### src/rtl/button_conditioner.sv
// button_conditioner
//   Front-end input stage for the step sequencer. The six raw active-low
//   buttons (pad directions on bits 3:0, A on bit 4, B on bit 5) are
//   synchronised, debounced on a slow tick and turned into one-cycle
//   press/release events, with optional auto-repeat per button.
//
// Ports
//   i_clk        system clock
//   i_rst        synchronous active-high reset
//   i_btn_n[5:0] raw buttons, active low, asynchronous to i_clk
//   o_level      debounced state, 1 = held
//   o_press      one-cycle pulse per debounced press and per auto-repeat
//   o_release    one-cycle pulse per debounced release
//   o_any_press  OR of o_press
//
// The spec's names press/release/level are carried with the i_/o_ prefix;
// a bare "release" is a reserved word in SystemVerilog.

// Per-button debounce counter and IDLE/HOLD/RPT event FSM.
module button_lane #(
    parameter int DB_TICKS  = 20,
    parameter int RPT_DELAY = 400,
    parameter int RPT_RATE  = 100,
    parameter bit RPT_EN    = 1'b1,
    parameter int CW        = 9
) (
    input  logic i_clk,
    input  logic i_rst,
    input  logic i_tick,
    input  logic i_s,
    output logic o_level,
    output logic o_press,
    output logic o_release
);
    localparam logic [CW-1:0] DB_LAST   = CW'(DB_TICKS - 1);
    localparam logic [CW-1:0] DLY_LAST  = CW'(RPT_DELAY - 1);
    localparam logic [CW-1:0] RATE_LAST = CW'(RPT_RATE - 1);

    typedef enum logic [1:0] {ST_IDLE, ST_HOLD, ST_RPT} state_t;

    logic          r_level;
    logic [CW-1:0] r_dcnt;
    state_t        r_state, w_state_nxt;
    logic [CW-1:0] r_rcnt,  w_rcnt_nxt;
    logic          r_press, w_press_nxt;
    logic          r_release, w_release_nxt;

    // The debounced level toggles on this tick; the FSM reacts to the same
    // condition so press/release land on the same edge as the level change.
    logic w_db_hit, w_rise, w_fall;
    assign w_db_hit = i_tick && (i_s != r_level) && (r_dcnt == DB_LAST);
    assign w_rise   = w_db_hit && !r_level;
    assign w_fall   = w_db_hit &&  r_level;

    always_ff @(posedge i_clk) begin
        if (i_rst) begin
            r_level <= 1'b0;
            r_dcnt  <= '0;
        end else if (i_s == r_level) begin
            r_dcnt  <= '0;
        end else if (i_tick) begin
            if (r_dcnt == DB_LAST) begin
                r_level <= ~r_level;
                r_dcnt  <= '0;
            end else begin
                r_dcnt  <= r_dcnt + CW'(1);
            end
        end
    end

    always_ff @(posedge i_clk) begin
        if (i_rst) begin
            r_state   <= ST_IDLE;
            r_rcnt    <= '0;
            r_press   <= 1'b0;
            r_release <= 1'b0;
        end else begin
            r_state   <= w_state_nxt;
            r_rcnt    <= w_rcnt_nxt;
            r_press   <= w_press_nxt;
            r_release <= w_release_nxt;
        end
    end

    always_comb begin
        w_state_nxt   = r_state;
        w_rcnt_nxt    = r_rcnt;
        w_press_nxt   = 1'b0;
        w_release_nxt = 1'b0;
        case (r_state)
            ST_IDLE: begin
                if (w_rise) begin
                    w_state_nxt = ST_HOLD;
                    w_press_nxt = 1'b1;
                    w_rcnt_nxt  = '0;
                end
            end
            ST_HOLD: begin
                // A fall wins over a repeat due in the same cycle.
                if (w_fall) begin
                    w_state_nxt   = ST_IDLE;
                    w_release_nxt = 1'b1;
                end else if (i_tick) begin
                    if (RPT_EN) begin
                        if (r_rcnt == DLY_LAST) begin
                            w_state_nxt = ST_RPT;
                            w_press_nxt = 1'b1;
                            w_rcnt_nxt  = '0;
                        end else begin
                            w_rcnt_nxt  = r_rcnt + CW'(1);
                        end
                    end else if (r_rcnt != DLY_LAST) begin
                        // Non-repeating: count saturates, never wraps.
                        w_rcnt_nxt = r_rcnt + CW'(1);
                    end
                end
            end
            ST_RPT: begin
                if (w_fall) begin
                    w_state_nxt   = ST_IDLE;
                    w_release_nxt = 1'b1;
                end else if (i_tick) begin
                    if (r_rcnt == RATE_LAST) begin
                        w_press_nxt = 1'b1;
                        w_rcnt_nxt  = '0;
                    end else begin
                        w_rcnt_nxt  = r_rcnt + CW'(1);
                    end
                end
            end
            default: begin
                w_state_nxt = ST_IDLE;
                w_rcnt_nxt  = '0;
            end
        endcase
    end

    assign o_level   = r_level;
    assign o_press   = r_press;
    assign o_release = r_release;
endmodule

module button_conditioner #(
    parameter int         TICK_DIV  = 27000,
    parameter int         DB_TICKS  = 20,
    parameter int         RPT_DELAY = 400,
    parameter int         RPT_RATE  = 100,
    parameter logic [5:0] RPT_MASK  = 6'b001111
) (
    input  logic       i_clk,
    input  logic       i_rst,
    input  logic [5:0] i_btn_n,
    output logic [5:0] o_level,
    output logic [5:0] o_press,
    output logic [5:0] o_release,
    output logic       o_any_press
);
    localparam int NUM_BTN = 6;
    localparam int CMAX_A  = (RPT_DELAY > RPT_RATE) ? RPT_DELAY : RPT_RATE;
    localparam int CMAX    = (CMAX_A > DB_TICKS) ? CMAX_A : DB_TICKS;
    localparam int CW      = $clog2(CMAX + 1);
    localparam int TW      = (TICK_DIV > 1) ? $clog2(TICK_DIV) : 1;
    localparam logic [TW-1:0] TICK_LAST = TW'(TICK_DIV - 1);

    // Synchroniser resets to all-ones (released) so reset cannot look like
    // a press.
    logic [NUM_BTN-1:0] r_sync1, r_sync2;
    logic [NUM_BTN-1:0] w_s;
    logic [TW-1:0]      r_tcnt;
    logic               w_tick;

    always_ff @(posedge i_clk) begin
        if (i_rst) begin
            r_sync1 <= '1;
            r_sync2 <= '1;
        end else begin
            r_sync1 <= i_btn_n;
            r_sync2 <= r_sync1;
        end
    end
    assign w_s = ~r_sync2;

    always_ff @(posedge i_clk) begin
        if (i_rst)                   r_tcnt <= '0;
        else if (r_tcnt == TICK_LAST) r_tcnt <= '0;
        else                          r_tcnt <= r_tcnt + TW'(1);
    end
    assign w_tick = (r_tcnt == TICK_LAST);

    logic [NUM_BTN-1:0] w_level, w_press, w_release;

    for (genvar g = 0; g < NUM_BTN; g++) begin : g_lane
        button_lane #(
            .DB_TICKS (DB_TICKS),
            .RPT_DELAY(RPT_DELAY),
            .RPT_RATE (RPT_RATE),
            .RPT_EN   (RPT_MASK[g]),
            .CW       (CW)
        ) u_lane (
            .i_clk    (i_clk),
            .i_rst    (i_rst),
            .i_tick   (w_tick),
            .i_s      (w_s[g]),
            .o_level  (w_level[g]),
            .o_press  (w_press[g]),
            .o_release(w_release[g])
        );
    end

    assign o_level     = w_level;
    assign o_press     = w_press;
    assign o_release   = w_release;
    assign o_any_press = |w_press;
endmodule

### config.mk
export PLATFORM = sky130hd
export DESIGN_NAME = button_conditioner
export DESIGN_NICKNAME = d
export VERILOG_FILES = /design/src/rtl/button_conditioner.sv
export SDC_FILE = /design/constraint.sdc
export NUM_CORES = 1
export LEC_CHECK = 0
export CORE_ASPECT_RATIO = 0.75
export CORE_MARGIN = 5
export CORE_UTILIZATION = 60
export CTS_CLUSTER_DIAMETER = 200
export DETAILED_ROUTE_END_ITERATION = 16
export GPL_ROUTABILITY_DRIVEN = 0
export PLACE_DENSITY_LB_ADDON = 0.05
export SYNTH_ARGS = -nofsm -noshare
export SYNTH_HDL_FRONTEND = slang
export SYNTH_SLANG_ARGS = --single-unit
export TNS_END_PERCENT = 20
### constraint.sdc
create_clock -name i_clk -period 7.6 [get_ports i_clk]
set_clock_uncertainty 0.1 [all_clocks]
set_input_delay 0.76 -clock i_clk [delete_from_list [all_inputs] [get_ports i_clk]]
set_output_delay 0.76 -clock i_clk [all_outputs]
set_load 0.05 [all_outputs]
==> reports/qor.yml <==
global_route:
  antenna_found_initial: 0
  grt_first_pass_wirelength_um: 25990
  grt_max_degree: 50
  grt_usage: 0.2164
  grt_pass1_vias: 5672
  overflow: 0
run_status:
  status: "complete, no violations"
final_layout:
  n_antenna_cell: 0
  nNetsFinal: 905
  nFillCells: 917
  area_delta_synth_final_pct: 11.67
  drive_above_1_share: 0.07823
placed_design:
  port_buffers: 26
  place_hpwl_um: 10400
floorplanning:
  coreArea_um2: 11700
  die_w_um: 136.7
  row_count: 34
  start_util: 0.6176
  die_h_um: 105.0
  dieArea_um2: 14360
  ios: 27
clock_network:
  cts_tree: "done"
  cts_inserted_buffers: 17
  clock_latency_ns: 0.41
  cts_post_setup_buffers_inserted: 0
  cts_buffer_depth: 2
  htree_levels: 4
  clk_pin_slew_ns: 0.06
  cts_resized: 0
  root_buffer: "clkbuf_16"
  clock_sinks: 145
  holdBufCountCts: 0
drt:
  via_per_inst: 5.921
  vias: 6182
  wl_per_cell_um: 14.62
  routed_wl_um: 15260
  drc: 0
  final_antenna_net_count: 0
  drt-initial-drc-count: 386
  first_pass_iters: 4
worst_setup_path:
  path_cells: "buf_2, buf_4, clkinv_1, nand2_1, o32a_1, nand4bb_1, or3b_2, nand2_1"
  timing.rr.start: "r_tcnt[12]$_SDFF_PP0_"
  cp.required_ns: 7.79
  critPathLaunchType: "input pin"
  worstSetupPathType: "input pin to register"
  crit_path_end_kind: "register"
  crit_arrival_ns: 3.28
  regToRegSetupSlack_ns: 4.64
  crit_family: "buffers and inverters"
  critPathSlowestCell: "clkinv_1"
  regToRegEndpoint: "g_lane[3].u_lane.r_rcnt[4]$_SDFFE_PP0P_"
  crit_path_frequent_cell: "nand2_1"
  critical_path.max_stage_delay_ns: 0.70
  reg2reg_depth: 5
  path_max_fanout: 49
  crit_buf_inv: 3
synthesis:
  synthCells: 867
  ys_seq_area_frac: 0.4017
  yosys_warnings: 0
  syn-num-nets: 902
  syn_area_um2: 7226
  avgSynthCellArea_um2: 8.334
  synth.distinct_cells: 72
  synthArstFlopShare: 0
  ys.flop_type: "dfxtp_1"
  ys_seq_elements: 145
  synth_edf_count: 0
min_path:
  worst_hold_path_type: "register to register"
  min_delay_path_depth: 1
  holdCritStartpoint: "r_sync1[5]$_SDFF_PP1_"
  hold_end: "r_sync2[5]$_SDFF_PP1_"
flow_run:
  cap_violations: 0
timing:
  drv_slew: 0
  fmax_mhz: 323.9
  hold_viol: 0
  whs_ns: 0.3107
  timing.final.crit_share: 0.4063
  rsz0062_at_grt: "false"
  worst_pin_slew_ns: 1.114
  fin_tns_setup_ns: 0
  final.min_clock_period_ns: 3.088
  setup_viol: 0
  slew_headroom: 0.2502
power_and_ir_drop:
  p_per_area_nw_per_um2: 205.4
  leakage_uw: 0.002772
  ir_drop_mv: 0.1730
-- worst max path at each step --
stage | start | to | slack (ns) | depth (start not counted)
detailed placement | i_rst | g_lane[3].u_lane.r_rcnt[6]$_SDFFE_PP0P_ | 4.17 | 8
global route | i_rst | g_lane[3].u_lane.r_rcnt[4]$_SDFFE_PP0P_ | 4.34 | 8
finish | i_rst | g_lane[3].u_lane.r_rcnt[4]$_SDFFE_PP0P_ | 4.51 | 8
CTS | i_rst | g_lane[3].u_lane.r_rcnt[4]$_SDFFE_PP0P_ | 4.60 | 8
floorplan | r_tcnt[12]$_SDFF_PP0_ | g_lane[3].u_lane.r_state[0]$_SDFFE_PP0P_ | 5.01 | 7
global placement | i_rst | g_lane[1].u_lane.r_rcnt[6]$_SDFFE_PP0P_ | 4.28 | 8
-- worst register-to-register path, stage by stage, from the launching register on --
cell and delay, ns:
dfxtp_1 0.34, or4b_4 0.57, or4_4 0.77, nand4bb_1 0.50
or3b_2 0.57, nand2_1 0.07
-- sequential cells by signal, summed over array words and instances, names as in the netlist --
register and cells:
g_lane.u_lane.o_release 6, r_sync2 6, r_sync1 6, g_lane.u_lane.o_press 6, g_lane.u_lane.r_state 10, g_lane.u_lane.o_level 6, g_lane.u_lane.r_dcnt 54, g_lane.u_lane.r_rcnt 36
r_tcnt 15
-- report_power, final --
group | total (uW) | internal, uW | switching [uW]
logic | 35.8 | 13.6 | 22.2
clock network | 850 | 534 | 317
registers | 771 | 766 | 5.18
-- cells in the mapped netlist (all sizes together), types with 4 or more instances --
| cell type | count | area, um2 |
|---|---|---|
| a211oi | 6 | 45.04 |
| a21boi | 4 | 30.03 |
| a21oi | 53 | 265.3 |
| a311oi | 4 | 35.03 |
| a31oi | 16 | 100.1 |
| and2 | 4 | 25.02 |
| and3 | 23 | 143.9 |
| buf | 26 | 178.9 |
| clkbuf | 18 | 67.56 |
| dfxtp | 145 | 2903 |
| ha | 27 | 337.8 |
| inv | 20 | 75.07 |
| nand2 | 89 | 334.1 |
| nand2b | 9 | 56.30 |
| nand3 | 38 | 190.2 |
| nand3b | 7 | 52.55 |
| nand4 | 21 | 131.4 |
| nor2 | 92 | 345.3 |
| nor2b | 6 | 37.54 |
| nor3 | 15 | 80.08 |
| nor4 | 14 | 87.58 |
| nor4b | 14 | 137.6 |
| o21a | 4 | 30.03 |
| o21ai | 54 | 270.3 |
| o31ai | 8 | 60.06 |
| or2 | 22 | 137.6 |
| or3 | 28 | 175.2 |
| or4 | 6 | 48.80 |
| xnor2 | 8 | 70.07 |
| xor2 | 32 | 280.3 |
-- area by class of cell --
type                       count  area, um2  share of cell area
clock buffer                  19      452.9             0.05613
clock inverter                12      157.7             0.01954
tap                          162      202.7             0.02512
multi-input combinational    657       4004              0.4962
inverter                      21      78.83            0.009769
timing repair buffer          28      270.3             0.03349
sequential                   145       2903              0.3597
-- metrics by stage --
| step | setup WS [ns] | std cells | area (um2) | power [uW] | util |
|---|---|---|---|---|---|
| floorplan | 5.013 | 867 | 7226 | 811.5 | - |
| global placement | 4.282 | 1013 | 7458 | 821.6 | 0.6375 |
| detailed placement | 4.172 | 1013 | 7458 | 822.5 | 0.6375 |
| CTS | 4.604 | 1044 | 8069 | 1671 | 0.6897 |
| global route | 4.343 | 1044 | 8069 | 1712 | 0.6897 |
| finish | 4.512 | 1044 | 8069 | 1657 | 0.6897 |
-- cells by family after synthesis --
kind of cell | Yosys count | share of synthesized area
AO/OA/AOI/OAI | 181 | 0.1555
flip-flops | 145 | 0.4017
multiplexers | 4 | 0.005714
XOR/XNOR | 40 | 0.04849
AND/OR/NAND/NOR | 405 | 0.2968
buffers and inverters | 65 | 0.04502
adder cells (fa/ha/maj) | 27 | 0.04675
-- layer usage --
metal	vias up	wire length (um)	share of wire	GRT usage
met5	-	0	0	0
met4	0	112	0.0073	0.05827
met3	10	519	0.034	0.04515
met2	124	7125	0.47	0.3442
met1	2933	7506	0.49	0.2987
li1	3115	-	-	-
-- cells in the final DEF, fill, tap and decap left out, types with 4 or more instances in the layout --
| cell | instances |
|---|---|
| xnor2_1 | 8 |
| or3_1 | 28 |
| a31oi_1 | 16 |
| a311oi_1 | 4 |
| nand4_1 | 21 |
| nand3_1 | 38 |
| nor2b_1 | 6 |
| clkbuf_16 | 17 |
| nand3b_1 | 7 |
| nor3_1 | 14 |
| a21boi_0 | 4 |
| a21oi_1 | 53 |
| nor2_1 | 92 |
| clkdlybuf4s50_1 | 25 |
| dfxtp_1 | 145 |
| o31ai_1 | 8 |
| xor2_1 | 32 |
| nand2_1 | 89 |
| and3_1 | 23 |
| nor4b_1 | 13 |
| ha_1 | 27 |
| inv_1 | 20 |
| or4_1 | 5 |
| and2_1 | 4 |
| o21a_1 | 4 |
| nand2b_1 | 9 |
| or2_2 | 22 |
| o21ai_0 | 53 |
| nor4_1 | 13 |
| a211oi_1 | 6 |
(Power assumes the default switching activity.)
